`config.mk`:
```
export PLATFORM = sky130hd
export DESIGN_NAME = pipe_adder
export DESIGN_NICKNAME = d
export VERILOG_FILES = /design/src/rtl/pipe_adder_pkg.sv /design/src/rtl/add_slice.sv /design/src/rtl/pipe_adder.sv
export SDC_FILE = /design/constraint.sdc
export NUM_CORES = 1
export LEC_CHECK = 0
export CAP_MARGIN = 25
export CORE_UTILIZATION = 50
export CTS_BUF_LIST = sky130_fd_sc_hd__clkbuf_8
export DETAILED_ROUTE_END_ITERATION = 12
export PLACE_DENSITY = 0.71
export SYNTH_ARGS = -nofsm -noshare
export SYNTH_HDL_FRONTEND = slang
export SYNTH_SLANG_ARGS = --single-unit
```
`constraint.sdc`:
```
create_clock -name clk -period 2.9 [get_ports clk]
set_input_delay 0.58 -clock clk [delete_from_list [all_inputs] [get_ports clk]]
set_output_delay 0.58 -clock clk [all_outputs]
set_load 0.01 [all_outputs]
```
`src/rtl/pipe_adder_pkg.sv`:
```
// Shared constants and stage-register record for the chunked pipelined adder.
// Records are sized for the widest supported operand; narrower adders use the low bits.
package pipe_adder_pkg;

    localparam int unsigned DefaultWidth  = 16;
    localparam int unsigned DefaultStages = 4;
    localparam int unsigned MaxWidth      = 64;

    typedef struct packed {
        logic                valid;
        logic                carry;
        logic [MaxWidth-1:0] sum;
        logic [MaxWidth-1:0] a;
        logic [MaxWidth-1:0] b;
        logic                sub;
    } stage_t;

endpackage

```
`src/rtl/add_slice.sv`:
```
// CHUNK-bit ripple adder slice used by each pipeline stage.
module add_slice #(
    parameter int unsigned CHUNK = 4
) (
    input  logic [CHUNK-1:0] a,
    input  logic [CHUNK-1:0] b,
    input  logic             ci,
    output logic [CHUNK-1:0] s,
    output logic             co
);

    logic [CHUNK:0] carry;

    always_comb begin
        carry    = '0;
        s        = '0;
        carry[0] = ci;
        for (int i = 0; i < CHUNK; i++) begin
            s[i]       = a[i] ^ b[i] ^ carry[i];
            carry[i+1] = (a[i] & b[i]) | (carry[i] & (a[i] ^ b[i]));
        end
        co = carry[CHUNK];
    end

endmodule

```
`src/rtl/pipe_adder.sv`:
```
// Pipelined adder/subtractor: one CHUNK-bit slice per stage, carry registered between
// stages, valid/ready handshake with bubble-collapsing stage advance.
module pipe_adder
    import pipe_adder_pkg::*;
#(
    parameter int unsigned WIDTH  = DefaultWidth,
    parameter int unsigned STAGES = DefaultStages
) (
    input  logic             clk,
    input  logic             rst_n,
    input  logic             in_valid,
    output logic             in_ready,
    input  logic [WIDTH-1:0] a,
    input  logic [WIDTH-1:0] b,
    input  logic             cin,
    input  logic             sub,
    output logic             out_valid,
    input  logic             out_ready,
    output logic [WIDTH-1:0] s,
    output logic             cout,
    output logic             ovf
);

    localparam int unsigned CHUNK = WIDTH / STAGES;

    if (STAGES < 1 || WIDTH < 2 || WIDTH > MaxWidth || (WIDTH % STAGES) != 0) begin : gen_bad_cfg
        $error("pipe_adder: WIDTH must be in 2..MaxWidth and divisible by STAGES");
    end

    function automatic stage_t merge_chunk(input stage_t in, input logic [CHUNK-1:0] chunk,
                                           input logic co, input int unsigned idx);
        stage_t out;
        out                          = in;
        out.sum[idx*CHUNK +: CHUNK] = chunk;
        out.carry                    = co;
        return out;
    endfunction

    stage_t            st_q [STAGES];
    stage_t            res  [STAGES];
    logic [STAGES-1:0] adv;

    for (genvar k = 0; k < STAGES; k++) begin : gen_stage
        stage_t           src;
        logic [CHUNK-1:0] op_a;
        logic [CHUNK-1:0] op_b;
        logic [CHUNK-1:0] sum_chunk;
        logic             co;

        // Stage 0 adds directly from the ports so the accepting edge captures chunk 0.
        if (k == 0) begin : gen_src_in
            assign src = '{valid: in_valid,
                           carry: sub ? 1'b1 : cin,
                           sum:   '0,
                           a:     MaxWidth'(a),
                           b:     MaxWidth'(b),
                           sub:   sub};
        end else begin : gen_src_prev
            assign src = st_q[k-1];
        end

        assign op_a = src.a[k*CHUNK +: CHUNK];
        assign op_b = src.b[k*CHUNK +: CHUNK] ^ {CHUNK{src.sub}};

        add_slice #(
            .CHUNK(CHUNK)
        ) u_slice (
            .a (op_a),
            .b (op_b),
            .ci(src.carry),
            .s (sum_chunk),
            .co(co)
        );

        assign res[k] = merge_chunk(src, sum_chunk, co, k);
    end

    // A stage moves when any stage from it to the output is empty, or the output drains.
    always_comb begin
        adv = '0;
        for (int k = 0; k < STAGES; k++) begin
            adv[k] = out_ready;
            for (int j = k; j < STAGES; j++) begin
                adv[k] = adv[k] | ~st_q[j].valid;
            end
        end
    end

    always_ff @(posedge clk or negedge rst_n) begin
        if (!rst_n) begin
            for (int k = 0; k < STAGES; k++) begin
                st_q[k] <= '0;
            end
        end else begin
            for (int k = 0; k < STAGES; k++) begin
                if (adv[k]) begin
                    st_q[k] <= res[k];
                end
            end
        end
    end

    stage_t last;
    logic   b_eff_msb;
    logic   unused_last;

    assign last        = st_q[STAGES-1];
    assign b_eff_msb   = last.b[WIDTH-1] ^ last.sub;
    assign in_ready    = adv[0];
    assign out_valid   = last.valid;
    assign s           = last.sum[WIDTH-1:0];
    assign cout        = last.carry;
    assign ovf         = (last.a[WIDTH-1] == b_eff_msb) && (last.sum[WIDTH-1] != last.a[WIDTH-1]);
    assign unused_last = ^last;

endmodule

```
-- Yosys cells after proc, flatten, opt, wreduce, memory -nomap -nowiden
Index checks and enable logic that the tools add are counted.
- flip-flop bits (word level): 180
- word-level logic and storage cells: 127
- output and inout bits: 20
- input port bits: 38
- mux-type cells: 1
- equal/unequal tests: 2
- bitwise logic cells: 99
- reductions and logical operators: 1
- operator list (kind ; count):
    $xor 1x1->1 ; 33
    $and 1x1->1 ; 32
    $or 1x1->1 ; 26
    $xor 4x4->4 ; 4
    $not 1->1 ; 4
    $eq 1x1->1 ; 1
    $logic_and 1x1->1 ; 1
    $mux 1 ; 1
    $ne 1x1->1 ; 1

-- Depth between registers and ports, before layout
Gate-level depths: netlist of the first run.
- depth after elaboration: 10
- gate-level depth with buffers: 11
- mapped depth without buffers: 10

-- Cells and area by module
A second synthesis of the first run with hierarchy kept.
- cell total of the unflattened synthesis: 316
- area, all modules: 4675.7 sq um
- modules (own cells, without submodules) (module ; cells an instance ; seq. area each (sq um) ; area each (sq um) ; instances):
    pipe_adder ; 260 ; 2552.4 ; 4205.3 ; 1
    add_slice ; 14 ; 0.0 ; 117.6 ; 4

-- Worst setup path before layout of the first run
OpenSTA, ideal clock, no wires.
- path type: input port to flip-flop
- start: in sub
- end: reg st_q (netlist bit gen_stage[1].src[132])
- stages on the path: 10
- required time: 2.775 ns
- data arrival time: 2.636 ns
- buffers on the path: 1
- path slack: 0.139 ns
- path through: clkbuf_1 -> xnor2_1 -> fa_1 -> inv_1 -> fa_1 -> inv_1 -> fa_1 -> inv_1 -> fa_1 -> mux2_4
- longest elaborated chain between the ends: 9
- ends and longest elaborated chain (item ; line ; text):
    start, declared ; pipe_adder.sv:16 ; input logic sub,
    $xor 4x4->4 ; pipe_adder.sv:63 ; assign op_b = src.b[k*CHUNK +: CHUNK] ^ {CHUNK{src.sub}};
    $xor 1x1->1 ; add_slice.sv:20 ; carry[i+1] = (a[i] & b[i]) | (carry[i] & (a[i] ^ b[i]));
    $and 1x1->1 ; add_slice.sv:20 ;
    $or 1x1->1 ; add_slice.sv:20 ;
    $and 1x1->1 ; add_slice.sv:20 ;
    $or 1x1->1 ; add_slice.sv:20 ;
    $and 1x1->1 ; add_slice.sv:20 ;
    $or 1x1->1 ; add_slice.sv:20 ;
    $xor 1x1->1 * ; add_slice.sv:19 ; s[i] = a[i] ^ b[i] ^ carry[i];
    net gen_stage[0].sum_chunk[3] ; pipe_adder.sv:47 ; logic [CHUNK-1:0] sum_chunk;
    end signal, assigned by index ; pipe_adder.sv:97 ; st_q[k] <= res[k];
    end, declared ; pipe_adder.sv:39 ; stage_t st_q [STAGES];
The timed path passes the listed nets; every way through them passes the cells marked *.
A chain may end at the register's enable or synchronous reset.

-- Final worst setup path of the first run
Ends and elaborated chain as after synthesis.

==> impl_metrics.json, run 1 <==
{
  "yosys.cell_count.top_type": "dfrtp_1",
  "crit_chain": "clkdlybuf4s50_1 > xnor2_1 > fa_1 > inv_1 > fa_1 > inv_1 > fa_1 > inv_1 > fa_1 > mux2_4",
  "via_per_inst": 4.86,
  "drt-wirelength-per-cell_um": 13.2,
  "synth_top_area_cell": "dfrtp_1",
  "antenna_found_initial": 0,
  "syn2layout_area_growth_pct": 17.1,
  "synthTopCellsByArea": "dfrtp_1 56%, mux2_4 8.5%, mux2_2 8.4%",
  "die-area_mm2": 0.00955,
  "timing.fmax_mhz": 363,
  "cp.required_ns": 3.14,
  "synthFlopType": "dfrtp_1",
  "vdd_ir_drop_max_mv": 0.287,
  "yosysWarningCount": 0,
  "crit_arrival_ns": 3.00,
  "rsz0062_at_grt": "false",
  "period_needed_ns": 2.76,
  "dr.pass1.iters": 10,
  "grt_pass1_wl_um": 12500,
  "setup_viol": 0,
  "yosysTopAreaCellShare_pct": 55.7,
  "cp_slowest_cell": "clkdlybuf4s50_1",
  "std_cell_rows": 34,
  "cts_tree": "done",
  "synth_area_per_cell_um2": 12.8,
  "clk_path_buf_depth": 2,
  "setup_ws_ns": 0.144,
  "yosysSeqAreaShare_pct": 55.7,
  "cts_buffers": 9,
  "start_util_pct": 52.0,
  "power.density_mw_per_mm2": 786,
  "ctsHoldBuffers": 0,
  "criticalPathCategory": "input pin to flip-flop",
  "grt_overflow": 0,
  "hold_violations": 0,
  "power.leakage_nw": 2.53,
  "worst-path-buf-inv": 4,
  "drc": 4,
  "syn_inst": 359,
  "ctsRootBufferMaster": "clkbuf_8",
  "ant_nets": 0,
  "routed_wl_um": 6800,
  "fill_cells": 720,
  "vias": 2508,
  "cts_max_level": 3,
  "grt_max_degree": 61,
  "critical-path-top-delay-family": "adder cells",
  "portBuffers": 57,
  "syn_area_mm2": 0.00458,
  "worst_pin_slew_ns": 0.535,
  "cts_resized": 0,
  "timing.final.crit_share_pct": 95.0,
  "worstPathMaxFanout": 4,
  "slew_viol_final": 0,
  "place_hpwl_um": 4900,
  "cts_setup_buffers": 0,
  "antenna_cells": 0,
  "slew_headroom_pct": 64.3,
  "synthTopCellsByCount": "102 x dfrtp_1, 70 x nand2_1, 34 x mux2_2, 26 x mux2_4, 23 x inv_1",
  "grt.total_usage_pct": 16.5,
  "async_flop_share_pct": 100,
  "worstRegToRegCells": 9,
  "drive_gt1_share_pct": 21.6,
  "worst_clock_skew_ns": 0.00860,
  "ios": 58,
  "synth-edff-count": 0,
  "reg2reg_from": "gen_stage[3].src[13]$_DFFE_PN0P_",
  "status": "finished with violations",
  "place_congestion": 0.738,
  "drtIter0Drc": 155,
  "synth-seq-cells": 102,
  "nets": 457,
  "clock-sinks": 102,
  "die_x_um": 97.7,
  "critical_path.most_common_cell": "fa_1",
  "ys_types": 24,
  "violations": "DRC",
  "maxCapViolCount": 0,
  "hp-class": "input pin to async pin",
  "regToRegSetupSlack_ns": 0.43,
  "core_mm2": 0.00881,
  "die_y_um": 97.7,
  "cp-end-kind": "flip-flop",
  "clk_latency_ns": 0.36,
  "r2r_end": "s[15]$_DFFE_PN0P_",
  "fin_util_pct": 60.9,
  "synth_nets": 413,
  "clkTransAtPathRegs_ns": 0.08,
  "grt_pass1_vias": 2618,
  "slowest_delay_ns": 0.48,
  "crit_path_start_kind": "input pin",
  "place_ws_ns": -0.241
}
## stage by stage
step	total power [mW]	std cells	instance area [um^2]	hold WS (ns)	TNS, ns
floorplan	2.96	359	4580	0.284	0
global placement	3.32	500	5160	0.447	-0.199
detailed placement	3.38	500	5160	0.453	-0.271
CTS	4.28	516	5370	0.217	0
global route	4.51	516	5370	0.242	0
finish	4.22	516	5370	0.205	0
## per-layer routing
metal  vias to the layer above  share of wire, %  track usage, %
li1                       1222                 -               -
met1                      1222                50            24.6
met2                        54                44            23.6
met3                        10               4.7            3.31
met4                         0               2.0            7.34
met5                         -                 0               0
## worst max path at each step
stage               from                           endpoint  slack [ns]  cells past startpoint
finish               sub  gen_stage[1].src[132]$_DFFE_PN0P_        0.14                     10
floorplan            sub  gen_stage[1].src[132]$_DFFE_PN0P_        0.14                     10
detailed placement   sub  gen_stage[1].src[132]$_DFFE_PN0P_       -0.24                     10
global route         sub  gen_stage[1].src[132]$_DFFE_PN0P_        0.03                     10
global placement     sub  gen_stage[1].src[132]$_DFFE_PN0P_       -0.20                     10
CTS                  sub  gen_stage[1].src[132]$_DFFE_PN0P_        0.14                     10
## where the power goes
group | switching (mW) | total [mW] | internal (mW)
Combinational | 0.530 | 1.27 | 0.738
Clock | 0.458 | 0.904 | 0.446
Sequential | 0.224 | 2.05 | 1.82
Total | 1.21 | 4.22 | 3.01
## sequential cells by signal, indices dropped and copies added (netlist names)
name,count
gen_stage.src,69
last,3
s,16
out_valid,1
cout,1
gen_stage.op_a,12
## placed cells by master (no fill, tap or decap), drive strengths merged
cell type and count:
a21oi 8, and4b 1, buf 11, bufinv 1, clkbuf 11, clkdlybuf4s50 56, clkinv 4, dfrtp 102
fa 16, inv 23, mux2 63, nand2 71, nand2b 6, nand3b 1, nand4b 1, nor2 7
nor3b 2, o21ai 6, o22ai 1, xnor2 8, xor2 9
## worst reg2reg max path: cells and delay by family, from the launching register on
| kind | cells | cell delay (ns) |
|---|---|---|
| mux | 1 | 0.27 |
| buf+inv | 3 | 0.21 |
| flops | 1 | 0.41 |
| fa+ha+maj | 4 | 1.32 |
| xor+xnor | 1 | 0.15 |
## logic make-up after synthesis
family                     count (synthesis)  synth area share, %
AOI/OAI and AO/OA                         15                 1.67
xor gates and xnor gates                  17                 3.25
adders and majority gates                 16                 6.99
buffers and inverters                     57                 6.58
DFF                                      102                 55.7
muxes                                     63                 17.6
and+or+nand+nor                           89                 8.17
## cell type report
type	instances	area, um^2	area share [%]
flip-flops and latches	102	2550	47.6
clock buffers	11	151	2.82
multi-input cells	200	1730	32.2
clock inverters	5	57.6	1.07
repair buffers	67	656	12.2
well taps	108	135	2.52
inverters	23	86.3	1.61
Note: power is estimated with default switching activity, not from simulation.
==> run 2, diff against run 1 <==
--- a/config.mk
+++ b/config.mk
@@ -6,6 +6,7 @@
 export NUM_CORES = 1
 export LEC_CHECK = 0
 export CAP_MARGIN = 25
+export CORE_MARGIN = 4
 export CORE_UTILIZATION = 50
 export CTS_BUF_LIST = sky130_fd_sc_hd__clkbuf_8
 export DETAILED_ROUTE_END_ITERATION = 12
==> impl_metrics.json, run 2 (synthesized netlist as in run 1, its figures left out) <==
{
  "clk_latency_ns": 0.36,
  "setup_viol": 0,
  "setup_ws_ns": 0.158,
  "grt_overflow": 0,
  "hp-class": "input pin to async pin",
  "total_power_mw": 4.20,
  "cts_resized": 0,
  "place_congestion": 0.719,
  "slew_viol_final": 0,
  "antenna_cells": 0,
  "cts_setup_buffers": 0,
  "core_mm2": 0.00881,
  "cts_buffers": 9,
  "power.density_mw_per_mm2": 784,
  "portBuffers": 57,
  "worstPathMaxFanout": 3,
  "cts_max_level": 3,
  "grt_max_degree": 53,
  "met3_usage_pct": 3.36,
  "die_y_um": 104,
  "worst_clock_skew_ns": 0.0110,
  "vias": 2496,
  "final_cell_mix": "102 x dfrtp_1, 70 x nand2_1, 56 x clkdlybuf4s50_1",
  "timing.final.crit_share_pct": 94.6,
  "cp-end-kind": "flip-flop",
  "dr.pass1.iters": 4,
  "timing.fmax_mhz": 365,
  "cp.required_ns": 3.14,
  "hold_violations": 0,
  "vdd_ir_drop_max_mv": 0.272,
  "global_route.usage.met2_pct": 20.0,
  "via_per_inst": 4.84,
  "grt_pass1_wl_um": 12500,
  "seqCellArea_mm2": 0.00255,
  "nets": 457,
  "crit_start": "sub",
  "r2r_end": "gen_stage[3].src[140]$_DFFE_PN0P_",
  "grt.total_usage_pct": 14.4,
  "antenna_found_initial": 0,
  "die-area_mm2": 0.0108,
  "die_x_um": 104,
  "ctsRootBufferMaster": "clkbuf_8",
  "start_util_pct": 52.0,
  "clock-sinks": 102,
  "grt.met1_usage_pct": 21.0,
  "clk_path_buf_depth": 2,
  "power.leakage_nw": 2.53,
  "clkTransAtPathRegs_ns": 0.09,
  "syn2layout_area_growth_pct": 17.0,
  "drtIter0Drc": 86,
  "std_cell_rows": 34,
  "ios": 58,
  "multi_input_area_mm2": 0.00173,
  "top_usage_layer": "met1",
  "crit_path_start_kind": "input pin",
  "ctsHoldBuffers": 0,
  "drc": 0,
  "period_needed_ns": 2.74,
  "regToRegSetupSlack_ns": 0.46,
  "worstRegToRegCells": 9,
  "fin_cells": 516,
  "crit_arrival_ns": 2.98,
  "criticalPathCategory": "input pin to flip-flop",
  "place_ws_ns": -0.248,
  "cts_tree": "done",
  "rsz0062_at_grt": "false",
  "ant_nets": 0,
  "drive_gt1_share_pct": 21.1,
  "fill_cells": 700,
  "dp_cells": 500,
  "status": "complete, no violations",
  "final_common_cell": "dfrtp_1",
  "slew_headroom_pct": 56.9,
  "drt-wirelength-per-cell_um": 13.8,
  "worst_pin_slew_ns": 0.646,
  "place_hpwl_um": 5150,
  "routed_wl_um": 7130,
  "largest_reg_flops": 69,
  "maxCapViolCount": 0,
  "grt_pass1_vias": 2548,
  "reg2reg_from": "gen_stage[2].src[9]$_DFFE_PN0P_"
}
[run 2: power by group]
group          total (mW)  switching, mW  leakage, nW  internal [mW]
Sequential           2.05          0.226         1.19           1.82
Combinational        1.26          0.525         1.23          0.737
Clock               0.887          0.448        0.108          0.439
[run 2: per-stage QoR]
step | util [%] | cell area [um^2] | TNS [ns] | hold WS, ns
3_5_place_dp | 58.6 | 5160 | -0.283 | 0.459
3_3_place_gp | 58.6 | 5160 | -0.162 | 0.446
4_1_cts | 60.8 | 5360 | 0 | 0.254
2_1_floorplan | - | 4580 | 0 | 0.284
5_1_grt | 60.8 | 5360 | 0 | 0.291
6_report | 60.8 | 5360 | 0 | 0.251
[run 2: final cells by class]
type / instances / area share, %
inverter: 23 / 1.61
multi-input combinational: 200 / 32.2
clock inverter: 5 / 0.934
clock buffer: 11 / 2.83
tap: 108 / 2.52
timing repair buffer: 67 / 12.2
sequential: 102 / 47.6
[run 2: metal layers]
| layer | vias to the layer above | wire length [um] |
|---|---|---|
| met5 | - | 0 |
| met4 | 0 | 167 |
| met3 | 11 | 357 |
| met2 | 54 | 3110 |
| met1 | 1218 | 3500 |
| li1 | 1213 | - |
[run 2: how the worst max path moves through the flow]
stage,slack (ns),cells past startpoint,to
after floorplan,0.14,10,gen_stage[1].src[132]$_DFFE_PN0P_
final,0.16,10,gen_stage[1].src[132]$_DFFE_PN0P_
after global placement,-0.16,10,gen_stage[1].src[132]$_DFFE_PN0P_
after global routing,0.04,10,gen_stage[1].src[132]$_DFFE_PN0P_
after CTS,0.14,10,gen_stage[1].src[132]$_DFFE_PN0P_
after detailed placement,-0.25,10,gen_stage[1].src[132]$_DFFE_PN0P_
[run 2: worst max-delay path, cell delays in order]
cell and delay (ns):
clkdlybuf4s50_1 0.45, xnor2_1 0.17, fa_1 0.40, inv_1 0.08, fa_1 0.15, inv_1 0.05, fa_1 0.35, inv_1 0.08
fa_1 0.41, mux2_4 0.26
